## config.mk

```make
export PLATFORM = sky130hd
export DESIGN_NAME = delta_hadamard
export DESIGN_NICKNAME = d
export VERILOG_FILES = /design/src/rtl/delta_hadamard.sv
export SDC_FILE = /design/constraint.sdc
export NUM_CORES = 1
export LEC_CHECK = 0
export BUFFER_PORTS_ARGS = -buffer_cell sky130_fd_sc_hd__buf_2
export CAP_MARGIN = 0
export CELL_PAD_IN_SITES_DETAIL_PLACEMENT = 1
export CELL_PAD_IN_SITES_GLOBAL_PLACEMENT = 2
export CORE_MARGIN = 2
export CORE_UTILIZATION = 35
export CTS_CLUSTER_DIAMETER = 40
export DETAILED_ROUTE_END_ITERATION = 10
export PLACE_DENSITY = 0.8
export SLEW_MARGIN = 20
export SYNTH_ARGS = -nofsm -noshare
export SYNTH_HDL_FRONTEND = slang
export SYNTH_SLANG_ARGS = --single-unit
```

## constraint.sdc

```tcl
create_clock -name clk -period 7.02 [get_ports clk]
set_input_delay 0.351 -clock clk [delete_from_list [all_inputs] [get_ports clk]]
set_output_delay 0.351 -clock clk [all_outputs]
set_load 0.01 [all_outputs]
```

## src/rtl/delta_hadamard.sv

```systemverilog
// Element-wise fixed-point multiply of the error vector and the activation-derivative vector.
// Optional build macro DELTA_HADAMARD_SATURATE_EN clamps overflowing cells; otherwise they wrap.
module delta_hadamard #(
  parameter int VECTOR_LEN        = 5,
  parameter int A_CELL_WIDTH      = 8,
  parameter int B_CELL_WIDTH      = 8,
  parameter int RESULT_CELL_WIDTH = 8,
  parameter int FRACTION_WIDTH    = 4,
  parameter int TILING            = 2
) (
  input  logic                                   clk,
  input  logic                                   rst,
  input  logic                                   start,
  input  logic [VECTOR_LEN*A_CELL_WIDTH-1:0]      a,
  input  logic [VECTOR_LEN*B_CELL_WIDTH-1:0]      b,
  output logic [VECTOR_LEN*RESULT_CELL_WIDTH-1:0] result,
  output logic                                   valid,
  output logic                                   error,
  output logic                                   dbg_state_o
);

  localparam int AW       = A_CELL_WIDTH;
  localparam int BW       = B_CELL_WIDTH;
  localparam int RW       = RESULT_CELL_WIDTH;
  localparam int PW       = AW + BW;
  localparam int N_GROUPS = (VECTOR_LEN + TILING - 1) / TILING;
  localparam int GW       = (N_GROUPS > 1) ? $clog2(N_GROUPS) : 1;

  // Handshake: start is a level request honoured only in IDLE; valid is a held
  // level that stays high until the next accepted start or reset.
  typedef enum logic {IDLE = 1'b0, RUN = 1'b1} state_t;

  state_t                   state_q, state_d;
  logic [GW-1:0]            group_q, group_d;
  logic [VECTOR_LEN*AW-1:0] a_q, a_d;
  logic [VECTOR_LEN*BW-1:0] b_q, b_d;
  logic [VECTOR_LEN*RW-1:0] result_q, result_d;
  logic                     valid_q, valid_d;
  logic                     error_q, error_d;

  logic signed [AW-1:0] lane_a    [TILING];
  logic signed [BW-1:0] lane_b    [TILING];
  logic                 lane_act  [TILING];
  logic signed [PW-1:0] lane_prod [TILING];
  logic signed [PW-1:0] lane_shr  [TILING];
  logic                 lane_ovf  [TILING];
  logic [RW-1:0]        lane_res  [TILING];

  // Route the cells of the current group onto the shared multipliers.
  always_comb begin
    for (int j = 0; j < TILING; j++) begin
      lane_a[j]   = '0;
      lane_b[j]   = '0;
      lane_act[j] = 1'b0;
    end
    for (int i = 0; i < VECTOR_LEN; i++) begin
      if (group_q == GW'(i / TILING)) begin
        lane_a[i % TILING]   = a_q[i*AW +: AW];
        lane_b[i % TILING]   = b_q[i*BW +: BW];
        lane_act[i % TILING] = 1'b1;
      end
    end
  end

  // Full-width product, floor shift, then range check against the result cell.
  always_comb begin
    for (int j = 0; j < TILING; j++) begin
      lane_prod[j] = PW'(lane_a[j]) * PW'(lane_b[j]);
      lane_shr[j]  = lane_prod[j] >>> FRACTION_WIDTH;
      lane_ovf[j]  = (lane_shr[j][PW-1:RW-1] != {(PW-RW+1){lane_shr[j][RW-1]}});
`ifdef DELTA_HADAMARD_SATURATE_EN
      if (lane_ovf[j]) begin
        lane_res[j] = lane_shr[j][PW-1] ? {1'b1, {(RW-1){1'b0}}} : {1'b0, {(RW-1){1'b1}}};
      end else begin
        lane_res[j] = lane_shr[j][RW-1:0];
      end
`else
      lane_res[j] = lane_shr[j][RW-1:0];
`endif
    end
  end

  always_comb begin
    state_d  = state_q;
    group_d  = group_q;
    a_d      = a_q;
    b_d      = b_q;
    result_d = result_q;
    valid_d  = valid_q;
    error_d  = error_q;
    case (state_q)
      IDLE: begin
        if (start) begin
          a_d      = a;
          b_d      = b;
          result_d = '0;
          valid_d  = 1'b0;
          error_d  = 1'b0;
          group_d  = '0;
          state_d  = RUN;
        end
      end
      RUN: begin
        for (int i = 0; i < VECTOR_LEN; i++) begin
          if (group_q == GW'(i / TILING)) begin
            result_d[i*RW +: RW] = lane_res[i % TILING];
          end
        end
        for (int j = 0; j < TILING; j++) begin
          if (lane_act[j] && lane_ovf[j]) begin
            error_d = 1'b1;
          end
        end
        if (group_q == GW'(N_GROUPS - 1)) begin
          valid_d = 1'b1;
          group_d = '0;
          state_d = IDLE;
        end else begin
          group_d = group_q + GW'(1);
        end
      end
      default: state_d = IDLE;
    endcase
  end

  always_ff @(posedge clk) begin
    if (rst) begin
      state_q  <= IDLE;
      group_q  <= '0;
      a_q      <= '0;
      b_q      <= '0;
      result_q <= '0;
      valid_q  <= 1'b0;
      error_q  <= 1'b0;
    end else begin
      state_q  <= state_d;
      group_q  <= group_d;
      a_q      <= a_d;
      b_q      <= b_d;
      result_q <= result_d;
      valid_q  <= valid_d;
      error_q  <= error_d;
    end
  end

  assign result      = result_q;
  assign valid       = valid_q;
  assign error       = error_q;
  assign dbg_state_o = (state_q == RUN);

endmodule

```

# Yosys cells after proc, flatten, opt, wreduce, memory -nomap -nowiden
# Index checks and enable logic that the tools add are counted.
[totals] in_bits=83 out_inout_bits=43 word_cells=62 regBits=125
[classes] n_mux=32 n_eq_ne=9 multipliers=2 n_reduce_logical=8 add_sub_neg=1 bitwise=1
[ops] operator="2-to-1 mux 8 bit" n=15
[ops] operator="one-hot mux 40 bit (2 select lines)" n=1
[ops] operator="2-to-1 mux 40 bit" n=1
[ops] operator="multiplier 8 x 8 -> 16 bit" n=2
[ops] operator="inequality test 8 bit" n=2
[ops] operator="AND reduction 2 bit" n=5
[ops] operator="2-to-1 mux 1 bit" n=9
[ops] operator="inequality test 2 x 1 -> 1 bit, second input constant" n=3
[ops] operator="one-hot mux 1 bit (2 select lines)" n=3
[ops] operator="2-to-1 mux 2 bit" n=2
[ops] operator="one-hot mux 2 bit (2 select lines)" n=1
[ops] operator="inequality test 3 x 1 -> 1 bit, second input constant" n=1
[ops] operator="adder 2 x 1 -> 2 bit, second input constant" n=1
[ops] operator="equality test 2 x 1 -> 1 bit, second input constant" n=1
[ops] operator="equality test 2 bit, second input constant" n=1
[ops] operator="logical AND 1 bit" n=2
[ops] operator="logical NOT 2 bit" n=1
[ops] operator="inequality test 2 bit, second input constant" n=1
[ops] operator="NOT 1 bit" n=1

# Longest topological paths before layout
# Gate-level depths: netlist of the first run.
[logic_depth] ltp_word=10 ltp_mapped=24 mapped_depth_nobuf=21

# Least setup slack after synthesis of the first run
# OpenSTA, ideal clock, no wires.
[synth_path] path_kind="register -> register" from="reg group_q[1]" to="reg error_q, in the netlist error" period_less_slack_ns=5.518 path_stages_with_launch=23 setup_ns=0.120 n_path_buf=2 required_ns=6.900 arrival_time_ns=5.399 slack_ns=1.502 cell_sequence="dfxtp_1 buf_2 clkbuf_1 nand2_1 o22ai_1 inv_1 or2_2 fa_1 fa_1 inv_1 fa_1 inv_1 fa_1 inv_1 ha_1 nor3_1 nor2_1 a31oi_1 xnor2_2 nand2_1 or4_1 a21boi_1 a21oi_1"
[synth_via] elab_chain_len=9 word_cells_on_any_way=26 classes_between="mul: 2; eq/ne: 5; mux: 15; reduce/logical: 4"
[synth_lines] element="from (decl)" line_no="34" text="logic [GW-1:0] group_q, group_d;"
[synth_lines] element="from (signal assigned)" line_no="137" text="group_q <= group_d;"
[synth_lines] element="logical NOT 2 bit" line_no="57" text="if (group_q == GW'(i / TILING)) begin"
[synth_lines] element="2-to-1 mux 8 bit (3 in a row)" line_no="57"
[synth_lines] element="multiplier 8 x 8 -> 16 bit" line_no="68" text="lane_prod[j] = PW'(lane_a[j]) * PW'(lane_b[j]);"
[synth_lines] element="inequality test 8 bit" line_no="70" text="lane_ovf[j] = (lane_shr[j][PW-1:RW-1] != {(PW-RW+1){lane_shr[j][RW-1]}});"
[synth_lines] element="logical AND 1 bit" line_no="110" text="if (lane_act[j] && lane_ovf[j]) begin"
[synth_lines] element="inequality test 3 x 1 -> 1 bit (no source line)"
[synth_lines] element="AND reduction 2 bit (no source line)"
[synth_lines] element="to (signal assigned)" line_no="142" text="error_q <= error_d;"
[synth_lines] element="to (decl)" line_no="39" text="logic error_q, error_d;"
# Several ways; a longest one is shown, not always the timed one.
# A chain may end at the register's enable or synchronous reset.

# Worst setup path after layout of the first run
# Same ends and word-level chain as after synthesis.

==> impl_metrics.py, run 1 <==
metrics = {
    "sta": {
        "min_period_ps": 6130,
        "finClkSkew_ps": 10.7,
        "fin_tns_setup_ps": 0,
        "tightest_slew_ps": 934,
        "timing.fmax_ghz": 0.163,
        "post-route-period-util": 0.873,
        "maxSlewHeadroom": 0.375,
        "fin_ws_ps": 890,
        "hold_violations": 0,
        "slew_viol_final": 0,
        "rsz0062_at_grt": "false",
        "setup_viol": 0,
    },
    "floorplanning": {
        "initial_core_util": 0.356,
        "core-area_um2": 27900,
        "rows": 61,
        "boundaryPins": 126,
        "die_y_um": 172,
        "dieWidth_um": 172,
        "die_area_um2": 29700,
    },
    "global_routing": {
        "grt_usage": 0.201,
        "antenna_found_initial": 0,
        "first_global_vias": 9100,
        "grt_pass1_wl_um": 46600,
        "grt_max_degree": 83,
        "grt-ovfl-total": 0,
    },
    "power": {
        "power_density_nw_per_um2": 191,
        "combPwrFrac": 0.214,
        "swShare": 0.317,
        "vdd_drop_max_mv": 0.120,
        "leakagePower_nw": 5.08,
        "power.total_mw": 2.19,
        "p_int_mw": 1.50,
        "power.switching_mw": 0.695,
        "seqPwrFrac": 0.349,
        "power.clock.fraction": 0.437,
    },
    "critical_path": {
        "critical_path.endpoint_type": "flip-flop",
        "cp_max_fo": 39,
        "reg2reg_slack_ps": 890,
        "path_buf_inv": 4,
        "crit_chain": "buf_4 -> nand2_1 -> o22a_1 -> or2_2 -> fa_1 -> fa_1 -> inv_1 -> fa_1 -> inv_1 -> fa_1 -> inv_1 -> ha_1 -> nor3_1 -> nor2_1 -> a31oi_1 -> xnor2_2 -> nand2_1 -> or4_1 -> a21boi_1 -> a21oi_1",
        "cp.required_ps": 7330,
        "cp_slowest_cell": "dfxtp_2",
        "cp.arrival_ps": 6440,
        "r2r_end": "error",
        "worst-r2r-cell-count": 20,
        "worst-path-stages": 20,
        "cp-endpoint": "error",
        "critPathTopFamily": "adder cells",
        "worstReg2RegStart": "group_q[1]",
        "cpMostUsedCell": "fa_1",
        "critPathMaxStageDelay_ps": 630,
        "crit_start": "group_q[1]",
        "crit_type": "flip-flop to flip-flop",
        "cp-start-kind": "flip-flop",
    },
    "cts": {
        "numCtsBuffers": 17,
        "cts_setup_buffers": 0,
        "cts_tree": "done",
        "cts_hold_buf": 0,
        "cts.sinks": 125,
        "clk_latency_ps": 430,
        "clock-root-buffer": "clkbuf_16",
        "cts.clk_slew.worst_paths_ps": 70,
        "cts-resized-gates": 0,
        "cts_max_level": 4,
        "ctsLongestPathBuffers": 2,
    },
    "synth": {
        "synth_nets": 1493,
        "synth_cells": 1246,
        "yosysUniqueCellTypes": 48,
        "synth_seq_cells": 125,
        "mappedNetlistArea_um2": 9930,
        "avgSynthCellArea_um2": 7.97,
        "synth_edf_count": 0,
        "yosysWarningCount": 0,
        "synth_seq_area_share": 0.252,
        "synth-main-ff-cell": "dfxtp_1",
        "async_flop_share": 0,
    },
    "placed_design": {
        "place.gp.congestion": 0.837,
        "numPortBuffers": 125,
        "post-place-ws_ps": 874,
        "dp_hpwl_um": 22000,
    },
    "route": {
        "antenna_left": 0,
        "wl_met2_um": 15200,
        "wl_per_cell_um": 16.2,
        "met1_length_um": 12000,
        "vias": 8388,
        "routed_via_density": 4.85,
        "drc": 0,
        "drt_iter0_markers": 256,
        "routed.top_layer": "met4",
        "first_pass_iters": 4,
        "met3WireLength_um": 409,
        "drt_wl_total_um": 28000,
    },
    "layout": {
        "drive_above_1_share": 0.145,
        "n_antenna_cell": 0,
        "nets": 1584,
        "area_growth_pct": 15.8,
    },
    "hold_path": {
        "worstHoldPathType": "input pin to flip-flop",
        "hold_start": "a[20]",
    },
    "status": {
        "status": "completed",
    },
    "job": {
        "max_cap_viol_count": 0,
    },
}
[sequential cells by signal, indices dropped and copies added, names as in the netlist]
signal       flops
b_q             40
dbg_state_o      1
group_q          2
valid            1
result          40
a_q             40
error            1
[per-layer routing]
layer  vias up  track usage
met1      4167        0.240
met5         -            0
met4         0       0.0427
met2        71        0.384
li1       4132            -
met3        18       0.0217
[worst min-delay path, stage by stage]
cell     delay [ps]
buf_2            90
nand2_1          40
a21oi_1          50
[how the worst min path moves through the flow]
stage / to / slack [ps] / depth (start not counted)
2_1_floorplan: a_q[0] / 440 / 2
3_3_place_gp: result[3] / 440 / 2
3_5_place_dp: result[3] / 440 / 2
4_1_cts: b_q[14] / 140 / 3
5_1_grt: a_q[20] / 160 / 3
6_report: a_q[20] / 160 / 3
[cell type report]
type	instances	area, um2
Clock buffer	18	429
Clock inverter	14	194
Fill cell	3385	16400
Inverter	159	597
Multi-Input combinational cell	902	6610
Sequential cell	125	2500
Tap cell	378	473
Timing Repair Buffer	132	681
[Yosys cell counts, drive strengths merged, types with 2 or more instances]
master,instances,share of area
a211oi,4,0.0035
a21o,3,0.0023
a21oi,136,0.069
a31o,3,0.0026
a31oi,2,0.0013
a41o,2,0.0020
and2,5,0.0032
and3,2,0.0013
buf,8,0.0037
clkbuf,52,0.020
dfxtp,125,0.25
fa,108,0.22
ha,56,0.071
inv,159,0.060
mux2i,33,0.033
nand2,268,0.10
nand2b,10,0.0063
nand3,30,0.015
nand4,2,0.0013
nor2,118,0.045
nor2b,2,0.0013
nor3,13,0.0066
nor4,2,0.0013
o2111ai,3,0.0026
o211ai,3,0.0023
o21ai,8,0.0044
o22a,14,0.012
o22ai,8,0.0050
or2,22,0.014
or3,8,0.0050
xnor2,24,0.022
xor2,5,0.0044
[per-stage QoR]
stage | instance area (um2) | util | cells | hold WS [ps]
6_report | 11500 | 0.412 | 1728 | 158
5_1_grt | 11500 | 0.412 | 1728 | 157
4_1_cts | 11500 | 0.412 | 1728 | 143
3_5_place_dp | 10900 | 0.390 | 1696 | 444
3_3_place_gp | 10900 | 0.390 | 1696 | 443
2_1_floorplan | 9930 | - | 1246 | 436
[placed cells by master, fill, tap and decap left out, drive strengths merged, types with 14 or more instances in the layout]
master | netlist | routed
mux2i | 33 | 33
or2 | 22 | 22
fa | 108 | 108
a21oi | 136 | 136
clkbuf | 52 | 18
nor2 | 118 | 118
inv | 159 | 168
nand3 | 30 | 30
dfxtp | 125 | 125
o22a | 14 | 14
ha | 56 | 56
xnor2 | 24 | 24
nand2 | 268 | 268
buf | 8 | 132
[logic make-up (layout without fill, tap and decap cells)]
group / Yosys count / after routing / synth area share
AND/OR/NAND/NOR: 485 / 485 / 0.204
buffers and inverters: 219 / 323 / 0.0836
AO/OA/AOI/OAI: 191 / 191 / 0.112
adder cells (fa/ha/maj): 164 / 164 / 0.288
flip-flops: 125 / 125 / 0.252
multiplexers: 33 / 33 / 0.0333
XOR/XNOR: 29 / 29 / 0.0263
[power groups by stage]
stage / clock (mW) / combinational (mW) / sequential, mW
after floorplan: 0 / 0.330 / 0.778
after global placement: 0 / 0.463 / 0.779
final: 0.958 / 0.468 / 0.764
after detailed placement: 0 / 0.475 / 0.781
after global routing: 1.01 / 0.536 / 0.769
after CTS: 0.982 / 0.478 / 0.765
(Power assumes the default switching activity.)
==> run 2: changes to the inputs <==
- CTS_CLUSTER_SIZE: default -> 16
- RECOVER_POWER: default -> 25
==> run 2 against run 1 <==
Largest cell class unchanged. Sequential power about the same. First-iteration DRC count up 23%. Critical endpoint unchanged. Worst hold slack about the same.
==> impl_metrics.py, run 2 (synthesis gave the netlist of run 1 again) <==
metrics = {
    "status": {
        "status": "completed",
    },
    "critical_path": {
        "cp.required_ps": 7330,
        "r2r_end": "error",
        "worstReg2RegStart": "group_q[1]",
        "critical_path.endpoint_type": "flip-flop",
        "reg2reg_slack_ps": 890,
        "crit_type": "flip-flop to flip-flop",
        "cp_max_fo": 39,
        "cp-start-kind": "flip-flop",
        "cp.arrival_ps": 6440,
        "worst-r2r-cell-count": 20,
    },
    "global_routing": {
        "antenna_found_initial": 0,
        "grt-ovfl-total": 0,
        "grt_usage": 0.201,
        "grt_max_degree": 83,
        "grt_pass1_wl_um": 46600,
        "first_global_vias": 9100,
    },
    "layout": {
        "nets": 1584,
        "stdcell_count": 1728,
        "area_growth_pct": 15.2,
        "n_antenna_cell": 0,
        "final_area_um2": 11400,
        "final_common_cell": "nand2_1",
        "final_cell_mix": "267 x nand2_1, 159 x inv_1, 136 x a21oi_1",
        "fillers": 3402,
        "drive_above_1_share": 0.114,
    },
    "sta": {
        "post-route-period-util": 0.873,
        "min_period_ps": 6130,
        "rsz0062_at_grt": "false",
        "hold_slack_ps": 158,
        "maxSlewHeadroom": 0.377,
        "tightest_slew_ps": 931,
        "fin_tns_setup_ps": 0,
        "slew_viol_final": 0,
        "hold_violations": 0,
        "timing.fmax_ghz": 0.163,
        "setup_viol": 0,
        "finClkSkew_ps": 11.7,
    },
    "placed_design": {
        "numPortBuffers": 125,
        "dp_cells": 1696,
        "dp_hpwl_um": 22000,
        "place.gp.congestion": 0.837,
        "postPlaceCellArea_um2": 10900,
    },
    "floorplanning": {
        "rows": 61,
        "boundaryPins": 126,
        "dieWidth_um": 172,
        "initial_core_util": 0.356,
        "die_y_um": 172,
        "die_area_um2": 29700,
        "core-area_um2": 27900,
    },
    "cts": {
        "clk_latency_ps": 430,
        "clock-root-buffer": "clkbuf_16",
        "cts_setup_buffers": 0,
        "cts_hold_buf": 0,
        "cts.clk_slew.worst_paths_ps": 70,
        "cts_max_level": 4,
        "ctsLongestPathBuffers": 2,
        "cts.sinks": 125,
        "numCtsBuffers": 17,
        "cts_tree": "done",
        "cts-resized-gates": 0,
    },
    "route": {
        "first_pass_iters": 4,
        "wl_per_cell_um": 16.2,
        "antenna_left": 0,
        "routed_via_density": 4.84,
        "vias": 8366,
        "drc": 0,
        "drt_wl_total_um": 28000,
        "drt_iter0_markers": 315,
    },
    "hold_path": {
        "worstHoldPathType": "input pin to flip-flop",
        "hold_start": "b[14]",
        "holdPathStages": 3,
        "whs_endpoint": "b_q[14]",
    },
    "power": {
        "vdd_drop_max_mv": 0.121,
        "leakagePower_nw": 4.90,
        "power_density_nw_per_um2": 191,
        "power.total_mw": 2.19,
    },
    "job": {
        "max_cap_viol_count": 0,
    },
}
run 2: worst max-delay path, stage by stage, from the launching register on:
cell and delay (ps):
dfxtp_2 630, buf_4 450, nand2_1 100, o22a_1 320, or2_2 340, fa_1 460, fa_1 550, inv_1 50
fa_1 530, inv_1 50, fa_1 470, inv_1 40, ha_1 350, nor3_1 220, nor2_1 90, a31oi_1 350
xnor2_2 200, nand2_1 70, or4_1 510, a21boi_1 140, a21oi_1 80
run 2: worst max path at each step:
stage	start	end	slack [ps]	depth (start not counted)
2_1_floorplan	group_q[1]	error	1500	22
3_3_place_gp	group_q[1]	error	1080	20
3_5_place_dp	group_q[1]	error	870	20
4_1_cts	group_q[1]	error	850	20
5_1_grt	group_q[1]	error	390	20
6_report	group_q[1]	error	890	20
run 2: stage by stage:
stage,utilization,worst slack (ps)
2_1_floorplan,-,1500
3_5_place_dp,0.390,874
3_3_place_gp,0.390,1080
6_report,0.411,893
4_1_cts,0.412,851
5_1_grt,0.411,385
run 2: per-layer routing:
layer  GRT usage  vias to the layer above  wire length [um]
met4      0.0427                        0               307
met2       0.384                       76             15200
met1       0.240                     4142             12100
met3      0.0217                       16               467
met5           0                        -                 0
li1            -                     4132                 -
run 2: cell type report:
type / count / area (um2) / share of cell area
Multi-Input combinational cell: 902 / 6610 / 0.578
Sequential cell: 125 / 2500 / 0.219
Timing Repair Buffer: 132 / 628 / 0.0549
Inverter: 159 / 597 / 0.0522
Tap cell: 378 / 473 / 0.0414
Clock buffer: 18 / 429 / 0.0375
Clock inverter: 14 / 194 / 0.0170
run 2: report_power, final:
group,switching [mW],internal [mW],total (mW)
sequential,0.0195,0.745,0.765
clock,0.384,0.574,0.958
combinational,0.291,0.174,0.466
